$ cat src/rtl/fetch_unit.sv
// Instruction-fetch stage: owns the PC, handshakes with instruction memory,
// and presents one instruction at a time to decode with a one-entry skid buffer.
module fetch_unit #(
  parameter logic [31:0] RESET_PC = 32'h0000_0000,
  parameter logic [31:0] NOP_INST = 32'h0000_0013
) (
  input  logic        clk,
  input  logic        rst_n,
  output logic        imem_req,
  output logic [31:0] imem_addr,
  input  logic        imem_ready,
  input  logic [31:0] imem_rdata,
  input  logic        stall,
  input  logic        redirect,
  input  logic [31:0] redirect_pc,
  output logic        inst_valid,
  output logic [31:0] inst,
  output logic [31:0] inst_pc,
  output logic [31:0] fetch_count
);

  typedef enum logic [1:0] {BOOT, FETCH, FULL} state_e;

  state_e      state_q, state_d;
  logic [31:0] pc_q, pc_d;
  logic        inst_valid_q, inst_valid_d;
  logic [31:0] inst_q, inst_d;
  logic [31:0] inst_pc_q, inst_pc_d;
  logic [31:0] skid_inst_q, skid_inst_d;
  logic [31:0] skid_pc_q, skid_pc_d;
  logic [31:0] count_q, count_d;

  logic accept;
  logic xfer;
  logic unused_redirect_lsbs;

  assign unused_redirect_lsbs = ^redirect_pc[1:0];

  always_comb begin
    state_d      = state_q;
    pc_d         = pc_q;
    inst_valid_d = inst_valid_q;
    inst_d       = inst_q;
    inst_pc_d    = inst_pc_q;
    skid_inst_d  = skid_inst_q;
    skid_pc_d    = skid_pc_q;
    count_d      = count_q;

    imem_req = (state_q == FETCH);
    accept   = inst_valid_q && !stall;
    xfer     = imem_req && imem_ready;

    if (accept && !redirect) begin
      count_d = count_q + 32'd1;
    end

    // Redirect wins over everything, including a transfer on the same edge.
    if (redirect) begin
      pc_d         = {redirect_pc[31:2], 2'b00};
      inst_valid_d = 1'b0;
      inst_d       = NOP_INST;
      skid_inst_d  = '0;
      skid_pc_d    = '0;
      state_d      = FETCH;
    end else begin
      unique case (state_q)
        BOOT: state_d = FETCH;
        FETCH: begin
          if (xfer) begin
            pc_d = pc_q + 32'd4;
            if (!inst_valid_q || !stall) begin
              inst_valid_d = 1'b1;
              inst_d       = imem_rdata;
              inst_pc_d    = pc_q;
            end else begin
              skid_inst_d = imem_rdata;
              skid_pc_d   = pc_q;
              state_d     = FULL;
            end
          end else if (accept) begin
            inst_valid_d = 1'b0;
            inst_d       = NOP_INST;
          end
        end
        FULL: begin
          if (!stall) begin
            inst_d      = skid_inst_q;
            inst_pc_d   = skid_pc_q;
            skid_inst_d = '0;
            skid_pc_d   = '0;
            state_d     = FETCH;
          end
        end
        default: state_d = BOOT;
      endcase
    end
  end

  always_ff @(posedge clk or negedge rst_n) begin
    if (!rst_n) begin
      state_q      <= BOOT;
      pc_q         <= RESET_PC;
      inst_valid_q <= 1'b0;
      inst_q       <= NOP_INST;
      inst_pc_q    <= RESET_PC;
      skid_inst_q  <= '0;
      skid_pc_q    <= '0;
      count_q      <= '0;
    end else begin
      state_q      <= state_d;
      pc_q         <= pc_d;
      inst_valid_q <= inst_valid_d;
      inst_q       <= inst_d;
      inst_pc_q    <= inst_pc_d;
      skid_inst_q  <= skid_inst_d;
      skid_pc_q    <= skid_pc_d;
      count_q      <= count_d;
    end
  end

  assign imem_addr   = pc_q;
  assign inst_valid  = inst_valid_q;
  assign inst        = inst_q;
  assign inst_pc     = inst_pc_q;
  assign fetch_count = count_q;

endmodule

$ cat config.mk
export PLATFORM = sky130hd
export DESIGN_NAME = fetch_unit
export DESIGN_NICKNAME = d
export VERILOG_FILES = /design/src/rtl/fetch_unit.sv
export SDC_FILE = /design/constraint.sdc
export NUM_CORES = 1
export LEC_CHECK = 0
export CAP_MARGIN = 20
export CORE_MARGIN = 5
export CORE_UTILIZATION = 52
export CTS_BUF_LIST = sky130_fd_sc_hd__clkbuf_4
export DETAILED_ROUTE_END_ITERATION = 7
export PLACE_DENSITY = 0.8
export SYNTH_ARGS = -nofsm -noshare
export SYNTH_HDL_FRONTEND = slang
export SYNTH_SLANG_ARGS = --single-unit
$ cat constraint.sdc
create_clock -name clk -period 2.8 [get_ports clk]
set_input_delay 0.56 -clock clk [delete_from_list [all_inputs] [get_ports clk]]
set_output_delay 0.56 -clock clk [all_outputs]
set_load 0.01 [all_outputs]
==> results of run 1 <==
[cells in the final DEF, fill, tap and decap left out, types with 3 or more instances in the layout]
cell / Yosys / routed
and3_1: 9 / 9
nor2_1: 52 / 51
o22ai_1: 3 / 3
or4_1: 9 / 9
nand3_1: 33 / 33
bufinv_16: 0 / 4
buf_12: 0 / 7
or3_1: 6 / 6
xor2_1: 10 / 10
inv_6: 0 / 3
a22oi_1: 26 / 26
clkbuf_4: 0 / 18
inv_1: 10 / 10
and4_1: 9 / 9
a21oi_1: 35 / 35
o21ai_0: 112 / 112
nand2_1: 192 / 192
ha_1: 6 / 5
nor3_1: 3 / 3
o31ai_1: 12 / 12
a31oi_1: 14 / 14
mux2i_1: 31 / 31
clkdlybuf4s50_1: 0 / 192
dfstp_2: 3 / 3
nor3b_1: 5 / 5
and2_1: 4 / 4
buf_4: 4 / 19
dfrtp_1: 188 / 188
nand4_1: 22 / 22
xnor2_1: 32 / 32
nor4_1: 3 / 3
[synth_stat cells, types with 10 or more instances]
cell type | instances | area (sq um)
nand2_1 | 192 | 721
dfrtp_1 | 188 | 4700
o21ai_0 | 112 | 561
nor2_1 | 52 | 195
clkbuf_1 | 42 | 158
a21oi_1 | 35 | 175
nand3_1 | 33 | 165
xnor2_1 | 32 | 280
mux2i_1 | 31 | 310
a22oi_1 | 26 | 195
nand4_1 | 22 | 138
a31oi_1 | 14 | 87.6
buf_2 | 14 | 70.1
o31ai_1 | 12 | 90.1
inv_1 | 10 | 37.5
xor2_1 | 10 | 87.6
[critical path: stages (launching register included)]
cell and delay (ns):
dfrtp_1 0.45, inv_1 0.09, ha_1 0.30, clkdlybuf4s50_1 0.61
[through the flow]
step / std cells / util (%)
CTS: 1329 / 68.5
finish: 1329 / 68.5
detailed placement: 1297 / 66.5
global route: 1329 / 68.5
floorplan: 924 / -
global placement: 1297 / 66.5
[cell families (layout without fill, tap and decap cells)]
family	after synthesis	after routing	share of synthesized area, %
mux	33	33	3.76
compound gates	212	212	13.8
fa+ha+maj	6	6	0.848
xor+xnor	42	42	4.15
simple gates	360	360	19.3
other cells	1	2	0.0424
flops	191	191	54.0
buf+inv	78	263	4.03
[power breakdown]
group | internal [mW] | leakage, nW | switching, mW
sequential | 3.17 | 2.42 | 0.314
clock | 0.720 | 0.171 | 0.936
combinational | 0.957 | 2.10 | 0.896
[flip-flops by register name, indices dropped and copies added, names as in the netlist]
register     cells
imem_addr       30
inst_valid       1
skid_pc_q       31
skid_inst_q     32
inst            32
inst_pc         31
state_q          2
fetch_count     32
[worst paths after layout]
check                                      from               to  slack (ns)  cells past startpoint
worst max-delay path                 state_q[1]         imem_req        0.22                      3
worst min-delay path            fetch_count[31]  fetch_count[31]        0.48                      1
worst max register to register       state_q[1]    imem_addr[22]        0.57                      6
worst min register to register  fetch_count[31]  fetch_count[31]        0.48                      1
max in group asynchronous                 rst_n          inst[2]        1.47                      4
min in group asynchronous                 rst_n  fetch_count[27]        0.49                      2
[what timing repair did]
action                    4_1_cts  5_1_grt
hold buffers                    1        0
gates resized for setup         0        0
hold endpoints to repair       49        0
[per-layer routing]
metal / vias to the layer above / GRT usage, % / wire, microns
met2: 213 / 37.6 / 10700
met5: - / 0 / 13
met1: 3520 / 31.5 / 9910
li1: 3555 / - / -
met4: 2 / 5.97 / 228
met3: 19 / 6.37 / 1650
[cell type report]
cell class / instances / share of cell area, %
clock inverters: 13 / 1.62
repair buffers: 221 / 19.6
inverters: 11 / 0.362
well taps: 220 / 2.41
multi-input cells: 655 / 32.9
clock buffers: 18 / 1.19
flip-flops and latches: 191 / 42.0
==> results.md, run 1 <==
- Clk buf depth: 2
- Flop and latch count out of synthesis: 191
- Count of mapped cells out of synthesis: 923
- Number of global-route vias before repair: 7302
- Minimum hold slack: 0.483 ns
- Fraction of layout instances using a drive strength above 1: 6.94%
- Post-detail-place hpwl: 15.3 mm
- Power, Total: 7.00 mW
- Number of I/O pins: 199
- Finish-stage setup viols: 0
- Detail-routed net length per standard cell: 16.9 microns
- Setup repair after global routing missed its margin: false
- Std-Cell Rows: 47
- Nets: 1172
- Total overflow reported by the global router: 0
- Synthesized area: 8850 sq um
- Clk pin slew, worst setup/hold paths: 0.16 ns
- Worst Setup Path Type: reg2out
- CTS tree: done
- Syn_area_per_cell: 9.59 sq um
- Maximum clock skew at final layout: 0.0251 ns
- Storage cell area: 4780 sq um
- Detailed-route vias per instance: 5.50
- Aggregate global-route resource usage: 23.3%
- Number of flops mapped to enable cells by yosys: 0
- Global-route wire length before repair: 37.7 mm
- Peak fanout along the critical path: 8
- Required time of the worst setup path: 2.24 ns
- Leading register cell type out of synthesis: dfrtp_1
- Hold Path Class: reg2reg
- Effective utilization at floorplan: 53.2%
- Weighted congestion reported at the end of routability-driven placement: 0.793
- Run status: finished, final reports clean
- Clock Latency Late Sink: 0.56 ns
- Sink Count: 191
- Setup bufs post-CTS: 0
- Arrival time reported for the critical path endpoint: 2.02 ns
- Number of design rule violations left after detail routing: 0
- Fmax: 387 MHz
- Synth-to-layout area growth: 28.8%
- Layout filler cell count: 1331
- Cts bufs inserted: 17
- Worst setup slack after layout: 0.219 ns
- Share of synthesized flip-flops with an asynchronous set or reset: 100%
- Floorplan Core Area: 16600 sq um
- DIE AREA: 19700 sq um
- Number of diodes added for antenna fixing: 0
- Post-synthesis cell type count: 52
- Root Buffer: clkbuf_4
- Slew at the pin closest to its max-slew limit: 0.592 ns
- Number of hold violations in the final report: 0
- Buffers added on ports: 194
- Overall via count from detail_route: 7309
- Setup crit start kind: flip-flop
- Routed wire length: 22.5 mm
- Die H: 140 microns
- Number of warnings issued by yosys: 0
- Post-route clock period utilization: 92.2%
- Static leakage power: 4.69 nW
- Level count of the clock H-tree: 4
- Number of slew-limit violations in the final report: 0
- Multi-input logic area: 3750 sq um
- Pin count of the biggest net entering global routing: 94
- Time the worst path needs with I/O delays and setup: 2.58 ns
- Initial DRC count: 389
- Headroom to the max-slew limit: 60.6%
- Seq/Total Area, Yosys: 54.0%
- Place WS: 0.346 ns
- Die boundary width: 140 microns
- Critical path capture point type: output port
- # Max-Cap Violations: 0
- First-pass iteration count of the detailed router: 5
- Post-route cell area: 11400 sq um
- Cell area power density: 614 nW/um^2
- Final total negative setup slack: 0 ns
- Initial antenna violation count: 1
- Area after DPL: 11100 sq um
- Routed Antenna Nets: 0
- Maximum resistive drop on vdd: 0.321 mV
(Power assumes the default switching activity.)
==> run 2, diff against run 1 <==
CAP_MARGIN = default   (was 20)
==> results of run 2 <==
No change in the layout: final DEF, timing and power equal those of run 1.
